**config.mk**
```make
export PLATFORM = sky130hd
export DESIGN_NAME = shot_hit_detector_flat
export DESIGN_NICKNAME = d
export VERILOG_FILES = /design/src/rtl/shot_hit_if.sv /design/src/rtl/shot_hit_detector.sv /design/src/flat_wrapper.sv
export SDC_FILE = /design/constraint.sdc
export NUM_CORES = 1
export LEC_CHECK = 0
export CORE_MARGIN = 2
export CORE_UTILIZATION = 30
export CTS_BUF_LIST = sky130_fd_sc_hd__clkbuf_8
export DETAILED_ROUTE_END_ITERATION = 10
export GPL_ROUTABILITY_DRIVEN = 0
export GPL_TIMING_DRIVEN = 0
export HOLD_SLACK_MARGIN = 0.03
export SLEW_MARGIN = 15
export SYNTH_ARGS = -nofsm -noshare
export SYNTH_HDL_FRONTEND = slang
export SYNTH_SLANG_ARGS = --single-unit
```
**constraint.sdc**
```tcl
create_clock -name clk -period 11.85 [get_ports clk]
set_clock_uncertainty 0.05 [all_clocks]
set_input_delay 2.37 -clock clk [delete_from_list [all_inputs] [get_ports clk]]
set_output_delay 2.37 -clock clk [all_outputs]
set_load 0.02 [all_outputs]
```
**src/rtl/shot_hit_if.sv**
```systemverilog
// Signal bundle between the shot/duck producers and shot_hit_detector.
// The master drives the shot slots, duck position and strobes. The slave reports hits, the score and its FSM state.
interface shot_hit_if;
  logic        frame_tick;
  logic [79:0] shots_x;
  logic [79:0] shots_y;
  logic [7:0]  shots_valid;
  logic [9:0]  duck_x;
  logic [9:0]  duck_y;
  logic        duck_respawn;
  logic        hit;
  logic [2:0]  hit_index;
  logic [7:0]  shot_clear;
  logic        duck_dead;
  logic        scan_done;
  logic [7:0]  score;
  logic [1:0]  state_dbg;

  // Level inputs are sampled on every clk edge. frame_tick and duck_respawn are
  // single-cycle strobes with no ready/accept. They are dropped when the FSM is not in a state that uses them.
  modport master (
    output frame_tick, shots_x, shots_y, shots_valid, duck_x, duck_y, duck_respawn,
    input  hit, hit_index, shot_clear, duck_dead, scan_done, score, state_dbg
  );

  modport slave (
    input  frame_tick, shots_x, shots_y, shots_valid, duck_x, duck_y, duck_respawn,
    output hit, hit_index, shot_clear, duck_dead, scan_done, score, state_dbg
  );
endinterface

```
**src/rtl/shot_hit_detector.sv**
```systemverilog
// Once per frame, tests the 8 shot slots in order against the latched duck box and reports the first hit.
// Define SCORE_BCD_EN to make the score a saturating 2-digit BCD count (00..99).
module shot_hit_detector #(
  parameter int SHOT_W    = 2,
  parameter int SHOT_H    = 10,
  parameter int DUCK_W    = 32,
  parameter int DUCK_H    = 32,
  parameter int SCORE_MAX = 99
) (
  input logic       clk,
  input logic       reset,
  shot_hit_if.slave sh
);

  typedef enum logic [1:0] {IDLE, SCAN, REPORT, DEAD} state_t;

  state_t      state, state_nxt;
  logic [2:0]  idx, idx_nxt;
  logic [2:0]  hit_idx_q;
  logic [9:0]  dx_q, dy_q;
  logic        scan_done_q;
  logic [7:0]  score_q;
  logic        capture, done_set, slot_hit;

  logic signed [11:0] sx, sy, dx, dy;

  // x is unsigned and y is signed. Widening to 12 bits keeps box edges near 0 and 1023 from wrapping.
  always_comb begin
    sx = signed'({2'b00, sh.shots_x[int'(idx)*10 +: 10]});
    sy = signed'({{2{sh.shots_y[int'(idx)*10 + 9]}}, sh.shots_y[int'(idx)*10 +: 10]});
    dx = signed'({2'b00, dx_q});
    dy = signed'({{2{dy_q[9]}}, dy_q});
    slot_hit = sh.shots_valid[idx]
            && (sx <= dx + 12'(DUCK_W - 1))
            && (sx + 12'(SHOT_W - 1) >= dx)
            && (sy <= dy + 12'(DUCK_H - 1))
            && (sy + 12'(SHOT_H - 1) >= dy);
  end

  always_comb begin
    state_nxt = state;
    idx_nxt   = idx;
    capture   = 1'b0;
    done_set  = 1'b0;
    case (state)
      IDLE: begin
        if (sh.frame_tick) begin
          state_nxt = SCAN;
          idx_nxt   = 3'd0;
        end
      end
      SCAN: begin
        // A respawn while scanning abandons the frame without reporting anything.
        if (sh.duck_respawn) begin
          state_nxt = IDLE;
        end else if (slot_hit) begin
          state_nxt = REPORT;
          capture   = 1'b1;
        end else if (idx == 3'd7) begin
          state_nxt = IDLE;
          done_set  = 1'b1;
        end else begin
          idx_nxt = idx + 3'd1;
        end
      end
      REPORT: state_nxt = DEAD;
      DEAD: begin
        if (sh.duck_respawn) state_nxt = IDLE;
      end
      default: state_nxt = IDLE;
    endcase
  end

  always_ff @(posedge clk) begin
    if (reset) begin
      state       <= IDLE;
      idx         <= 3'd0;
      hit_idx_q   <= 3'd0;
      dx_q        <= 10'd0;
      dy_q        <= 10'd0;
      scan_done_q <= 1'b0;
      score_q     <= 8'd0;
    end else begin
      state       <= state_nxt;
      idx         <= idx_nxt;
      scan_done_q <= done_set;
      if (state == IDLE && sh.frame_tick) begin
        dx_q <= sh.duck_x;
        dy_q <= sh.duck_y;
      end
      if (capture) hit_idx_q <= idx;
      if (state == REPORT) begin
`ifdef SCORE_BCD_EN
        if (score_q != 8'h99) begin
          if (score_q[3:0] == 4'd9) score_q <= {score_q[7:4] + 4'd1, 4'd0};
          else                      score_q <= {score_q[7:4], score_q[3:0] + 4'd1};
        end
`else
        if (score_q < 8'(SCORE_MAX)) score_q <= score_q + 8'd1;
`endif
      end
    end
  end

  assign sh.hit        = (state == REPORT);
  assign sh.hit_index  = hit_idx_q;
  assign sh.shot_clear = (state == REPORT) ? (8'd1 << hit_idx_q) : 8'd0;
  assign sh.duck_dead  = (state == DEAD);
  assign sh.scan_done  = scan_done_q;
  assign sh.score      = score_q;
  assign sh.state_dbg  = state;

endmodule
```
**src/flat_wrapper.sv**
```systemverilog
// flat-port wrapper written by rule: the top's interface ports become plain ports
module shot_hit_detector_flat 
#(
  parameter int SHOT_W    = 2,
  parameter int SHOT_H    = 10,
  parameter int DUCK_W    = 32,
  parameter int DUCK_H    = 32,
  parameter int SCORE_MAX = 99
)
  (clk, reset, sh_frame_tick, sh_shots_x, sh_shots_y, sh_shots_valid, sh_duck_x, sh_duck_y, sh_duck_respawn, sh_hit, sh_hit_index, sh_shot_clear, sh_duck_dead, sh_scan_done, sh_score, sh_state_dbg);
  shot_hit_if sh_i ();
  input logic clk;
  input logic reset;
  input wire logic [$bits(sh_i.frame_tick)-1:0] sh_frame_tick;
  input wire logic [$bits(sh_i.shots_x)-1:0] sh_shots_x;
  input wire logic [$bits(sh_i.shots_y)-1:0] sh_shots_y;
  input wire logic [$bits(sh_i.shots_valid)-1:0] sh_shots_valid;
  input wire logic [$bits(sh_i.duck_x)-1:0] sh_duck_x;
  input wire logic [$bits(sh_i.duck_y)-1:0] sh_duck_y;
  input wire logic [$bits(sh_i.duck_respawn)-1:0] sh_duck_respawn;
  output wire logic [$bits(sh_i.hit)-1:0] sh_hit;
  output wire logic [$bits(sh_i.hit_index)-1:0] sh_hit_index;
  output wire logic [$bits(sh_i.shot_clear)-1:0] sh_shot_clear;
  output wire logic [$bits(sh_i.duck_dead)-1:0] sh_duck_dead;
  output wire logic [$bits(sh_i.scan_done)-1:0] sh_scan_done;
  output wire logic [$bits(sh_i.score)-1:0] sh_score;
  output wire logic [$bits(sh_i.state_dbg)-1:0] sh_state_dbg;
  assign sh_i.frame_tick = sh_frame_tick;
  assign sh_i.shots_x = sh_shots_x;
  assign sh_i.shots_y = sh_shots_y;
  assign sh_i.shots_valid = sh_shots_valid;
  assign sh_i.duck_x = sh_duck_x;
  assign sh_i.duck_y = sh_duck_y;
  assign sh_i.duck_respawn = sh_duck_respawn;
  assign sh_hit = sh_i.hit;
  assign sh_hit_index = sh_i.hit_index;
  assign sh_shot_clear = sh_i.shot_clear;
  assign sh_duck_dead = sh_i.duck_dead;
  assign sh_scan_done = sh_i.scan_done;
  assign sh_score = sh_i.score;
  assign sh_state_dbg = sh_i.state_dbg;
  shot_hit_detector #(.SHOT_W(SHOT_W), .SHOT_H(SHOT_H), .DUCK_W(DUCK_W), .DUCK_H(DUCK_H), .SCORE_MAX(SCORE_MAX)) u_core (.clk(clk), .reset(reset), .sh(sh_i));
endmodule
```
### Word-level counts from Yosys, hierarchy flattened

Cells that the tools add are included.

* register bits after elaboration: 37
* bits in latches: 0
* memory bits (writable): 0
* bits in read-only memories: 0
* input port bits: 192
* output and inout bits: 24
* word-level logic and storage cells: 68
* memories kept: 0

* $add $sub $neg: 7
* $mul: 1
* divide/modulo/power cells: 0
* order comparisons: 7
* eq/ne operators: 10
* shift-type cells: 3
* muxes and demuxes: 21
* bitwise gates (word level): 1
* reduce and logical (&&, ||, !) cells: 11

Operator list (count)
* 80-bit by 32-bit indexed part select with 10-bit output: 1
* 80-bit by 8-bit indexed part select with 10-bit output: 1
* 32-bit by 5-bit adder with 32-bit output (second input constant): 1
* 32-bit by 9-bit < comparator with 1-bit output (second input constant): 1
* 11-bit by 5-bit adder with 12-bit output (second input constant): 1
* 12-bit by 10-bit >= comparator with 1-bit output: 1
* 12-bit by 11-bit >= comparator with 1-bit output: 1
* 11-bit by 12-bit <= comparator with 1-bit output: 1
* 3-bit 2-to-1 mux: 4
* 10-bit by 1-bit adder with 11-bit output (second input constant): 1
* 10-bit by 5-bit adder with 11-bit output (second input constant): 1
* 10-bit by 6-bit adder with 11-bit output (second input constant): 1
* 11-bit <= comparator: 1
* 2-bit 2-to-1 mux: 5
* 2-bit inequality test (second input constant): 5
* 8-bit by 1-bit adder with 8-bit output (second input constant): 1
* 8-bit by 7-bit < comparator with 1-bit output (second input constant): 1
* 8-bit 2-to-1 mux: 1
* 2-bit case mux with 4 select lines: 1
* 1-bit by 3-bit << shifter with 8-bit output (first input constant): 1
* 1-bit binary-select mux with 7-bit select: 1
* 1-bit 2-to-1 mux: 7
* 3-bit by 3-bit multiplier with 6-bit output (second input constant): 1
* 3-bit case mux with 2 select lines: 1
* other kinds (15): 20

### Longest topological paths before layout

* word-level depth: 11
* depth in mapped cells: 20
* depth with buffers taken out: 19

### Worst setup path before layout

Ideal clock, no wire load.

* path kind: input -> register
* from: in sh_shots_y[71]
* to: reg u_core.hit_idx_q[0], in the netlist u_core.sh.hit_index[0]
* library setup time: 0.128 ns
* data arrival time: 5.521 ns
* data required time: 11.672 ns
* setup slack: 6.152 ns
* stages on the path: 16
* buffers on the path: 0
* cells stage by stage: mux4_2 -> mux2_2 -> ha_1 -> a21oi_1 -> or3_1 -> nor2_1 -> xor2_1 -> ha_1 -> nor2_1 -> nand3_1 -> a21oi_1 -> or4_1 -> nor4b_2 -> nand4_1 -> mux2i_1 -> nor2_1

* cells in the longest elaborated chain, start to end: 9
* elaborated cells between the ends (all ways): 12
* those cells by class: 1 x add/sub; 2 x order compare; 1 x shift; 6 x mux; 2 x reduce/logical

RTL lines
* from (decl): line flat_wrapper.sv:16 `input wire logic [$bits(sh_i.shots_y)-1:0] sh_shots_y;`
* 1-bit binary-select mux with 7-bit select: line shot_hit_detector.sv:30 `sy = signed'({{2{sh.shots_y[int'(idx)*10 + 9]}}, sh.shots_y[int'(idx)*10 +: 10]});`
* 1-bit 2-to-1 mux (not written as such) (2 in series): line shot_hit_detector.sv:30
* 11-bit by 5-bit adder with 12-bit output / 11-bit <= comparator (equally long branches): line shot_hit_detector.sv:37, shot_hit_detector.sv:36
* 12-bit by 10-bit >= comparator with 1-bit output / 1-bit logical AND (equally long branches): line shot_hit_detector.sv:37, shot_hit_detector.sv:36
* 1-bit logical AND *: line shot_hit_detector.sv:37 `&& (sy + 12'(SHOT_H - 1) >= dy);`
* 1-bit 2-to-1 mux *: line shot_hit_detector.sv:56 `end else if (slot_hit) begin`
* 1-bit 2-to-1 mux *: line shot_hit_detector.sv:54 `if (sh.duck_respawn) begin`
* 1-bit 2-to-1 mux *: line shot_hit_detector.sv:45 `case (state)`
* to (signal assigned): line shot_hit_detector.sv:91 `if (capture) hit_idx_q <= idx;`
* to (decl): line shot_hit_detector.sv:19 `logic [2:0] hit_idx_q;`

Mark *: on every way between the ends. The rest lies on a longest branch, timed or not. The select of a mux whose other input is x is not followed.
A chain may end at the register's enable or synchronous reset.

### Worst setup path after layout

* from: in sh_shots_y[70]
* to: reg u_core.hit_idx_q[2], in the netlist u_core.sh.hit_index[2]

The elaborated chain is that of the path after synthesis.

==> impl_metrics.env <==
export IMPL_ys_top_cells_by_area="mux4_2 (23%), dfxtp_1 (15%), ha_1 (14%)"
export IMPL_cts_max_level=2
export IMPL_die_x_um=131.1
export IMPL_synth_edff_count=0
export IMPL_comb_power_share_pct=52.3
export IMPL_wl_per_cell_um=18.16
export IMPL_drt_initial_drc_count=262
export IMPL_io_buffers=214
export IMPL_rsz0062_at_grt="false"
export IMPL_dieArea_mm2=0.01718
export IMPL_drcViolationCount=0
export IMPL_layout_drive_gt1_share_pct=11.08
export IMPL_power_density_mw_per_mm2=62.30
export IMPL_status="finished, final reports clean"
export IMPL_r2r_setup_slack_ns=6.48
export IMPL_syn_to_final_growth_pct=51.50
export IMPL_synth_most_common_cell="nand2_1"
export IMPL_hold_slack_ns=0.4276
export IMPL_grt_pass1_vias=5260
export IMPL_syn_inst=527
export IMPL_worstPathMaxFanout=3
export IMPL_crit_cells=18
export IMPL_cp_num_buf_inv=2
export IMPL_vdd_drop_max_v=0.00003995
export IMPL_cts_buffer_depth=2
export IMPL_grt_antenna_before_repair=0
export IMPL_rows=46
export IMPL_intPower_mw=0.3050
export IMPL_grt_max_degree=12
export IMPL_post_place_cells=957
export IMPL_critPathRequiredTime_ns=11.95
export IMPL_crit_type="in2reg"
export IMPL_core_mm2=0.01583
export IMPL_synth_nets=773
export IMPL_stdcell_count=965
export IMPL_n_fill_cell=1471
export IMPL_syn_area_mm2=0.004845
export IMPL_r2r_cells=20
export IMPL_grt_overflow=0
export IMPL_final_nets=994
export IMPL_ctsResizeCount=0
export IMPL_clkTransAtPathRegs_ns=0.07
export IMPL_die_h_um=131.1
export IMPL_crit_chain="clkdlybuf4s50_1, mux4_2, mux2i_1, inv_2, ha_1, a21oi_1, or3_1, nor2_1, xnor2_1, ha_1, a21oi_1, nand3_1, a21oi_1, or4_1, nor4b_2, nand4_1, mux2i_1, nor2_1"
export IMPL_clock_insertion_delay_worst_skew_ns=0.29
export IMPL_worst_path_largest_cell_delay_ns=0.54
export IMPL_clkPwrFrac_pct=18.0
export IMPL_setup_tns_ns=0
export IMPL_grt_pass1_wl_um=26370
export IMPL_async_flop_share_pct=0
export IMPL_cts_buffers=5
export IMPL_crit_family="simple AND/OR/NAND/NOR gates"
export IMPL_synth_top_area_share_pct=22.78
export IMPL_io_pins=216
export IMPL_synth_top_cells_by_count="nand2_1 (64), ha_1 (54), mux4_2 (49), inv_1 (39), a21oi_1 (38)"
export IMPL_seqPwrFrac_pct=29.7
export IMPL_slew_viol_final=0
export IMPL_synth_avg_cell_area_um2=9.193
export IMPL_ys_warn_count=0
export IMPL_synth_ff_type="dfxtp_1"
export IMPL_wl_um=17520
export IMPL_crit_top_cell="a21oi_1"
export IMPL_r2r_start="u_core.idx[1]"
export IMPL_ys_types=51
export IMPL_critPathLaunchType="primary input"
export IMPL_initial_utilization_pct=30.61
export IMPL_worstMarginPinSlew_ns=0.8466
export IMPL_grt_usage_pct=19.82
export IMPL_rr_endpoint="u_core.sh.hit_index[2]"
export IMPL_maxCapViolCount=0
export IMPL_endpoint="u_core.sh.hit_index[2]"
export IMPL_crit_path_start="sh_shots_y[70]"
export IMPL_end_kind="flop"
export IMPL_viasPerCell=5.194
export IMPL_hold_viol=0
export IMPL_synth_seq_cells=37
export IMPL_fmax_mhz=153.5
export IMPL_first_pass_iters=4
export IMPL_root_buffer="clkbuf_8"
export IMPL_synth_seq_area_share_pct=15.29
export IMPL_clock_sinks=37
export IMPL_diodes=0
export IMPL_cts_hold_buffers=0
export IMPL_finalCritPeriodShare_pct=54.96
export IMPL_max_slew_margin_rel_pct=43.56
export IMPL_postRouteAntennaNets=0
export IMPL_num_vias=5012
export IMPL_arrival_ns=6.62
export IMPL_power_switching_mw=0.1522
export IMPL_crit_slowest_cell="or4_1"
export IMPL_fin_crit_ns=6.513
export IMPL_leakagePower_nw=2.677
export IMPL_p_sw_share_pct=33.29
export IMPL_postCtsSetupBuffers=0
export IMPL_synth_largest_area_cell="mux4_2"
export IMPL_dp_hpwl_um=15210
export IMPL_cts_tree="done"
export IMPL_min_path_type="reg2reg"
export IMPL_setup_viol=0
kinds of logic (layout without fill, tap and decap cells):
logic type	count (synthesis)	after routing	synth area share, %
simple gates	168	168	16.84
buf+inv	68	290	6.250
xor+xnor	35	35	6.327
flops	37	37	15.29
mux	81	81	30.22
fa+ha+maj	54	54	13.95
compound gates	84	84	11.13
state kept, by name (all words and copies together), names as in the netlist, named ones only:
name                 count
u_core.sh.hit_index      3
u_core.dy_q             10
u_core.idx               3
u_core.sh.scan_done      1
u_core.dx_q             10
u_core.sh.state_dbg      1
u_core.sh.score          8
metrics by stage:
step / cell area (µm²) / setup WS, ns / power, mW / utilization (%)
floorplan: 4845 / 6.152 / 0.2720 / -
finish: 7340 / 5.337 / 0.4572 / 46.37
detailed placement: 7257 / 5.101 / 0.3769 / 45.85
global placement: 7257 / 5.141 / 0.3695 / 45.85
CTS: 7340 / 5.374 / 0.4598 / 46.37
global route: 7340 / 5.033 / 0.4917 / 46.37
placed cells by master, fill, tap and decap left out, types with 3 or more instances in the layout:
cell             instances
clkbuf_1                12
nand3_1                 12
clkdlybuf4s50_1        214
and2_1                   3
clkbuf_8                 5
nor3_1                  16
dfxtp_1                 37
nand2_1                 64
o21a_1                   3
mux4_2                  49
inv_2                    5
buf_2                    8
ha_1                    54
o21ai_0                 11
a21oi_1                 38
mux2i_1                 27
nand2b_1                 7
nor2_1                  35
a211oi_1                 6
a221oi_1                 4
a21o_1                   6
xnor2_1                 30
xor2_1                   5
nor2b_1                  4
nand4_1                  9
inv_1                   40
or3_1                    5
a311oi_1                 3
metal layers:
| layer | vias up | track usage (%) | part of all wire, % |
|---|---|---|---|
| met5 | - | 0 | 0 |
| met3 | 23 | 3.450 | 7.2 |
| met4 | 0 | 4.068 | 1.8 |
| li1 | 2406 | - | - |
| met1 | 2371 | 22.84 | 40 |
| met2 | 212 | 38.16 | 51 |
power groups by stage:
stage	Clock [mW]	Combinational [mW]	Sequential [mW]
after global placement	0	0.231	0.138
after CTS	0.0841	0.240	0.136
after detailed placement	0	0.238	0.139
final	0.0821	0.239	0.136
after global routing	0.0908	0.264	0.137
after floorplan	0	0.135	0.138
worst min-delay path: cells and delay by family (launching register included):
family	cells	cell delay, ns
and+or+nand+nor	1	0.06
AOI/OAI and AO/OA	1	0.05
DFF	1	0.32
how the worst min path moves through the flow:
| stage | startpoint | cells after the start | to |
|---|---|---|---|
| 2_1_floorplan | u_core.dy_q[5] | 2 | u_core.dy_q[5] |
| 3_3_place_gp | u_core.dx_q[7] | 2 | u_core.dx_q[7] |
| 3_5_place_dp | u_core.dx_q[7] | 2 | u_core.dx_q[7] |
| 4_1_cts | u_core.dx_q[7] | 2 | u_core.dx_q[7] |
| 5_1_grt | u_core.dx_q[9] | 2 | u_core.dx_q[9] |
| 6_report | u_core.dx_q[7] | 2 | u_core.dx_q[7] |
final cells by class:
class	instances	area, µm²	share of cell area (%)
Clock buffer	5	68.82	0.9376
Clock inverter	3	13.76	0.1875
Tap cell	216	270.3	3.682
Inverter	44	165.2	2.250
Timing Repair Buffer	214	2142	29.19
Multi-Input combinational cell	422	3801	51.79
Sequential cell	37	740.7	10.09
Buffer	24	137.6	1.875
Note: power is estimated with default switching activity, not from simulation.
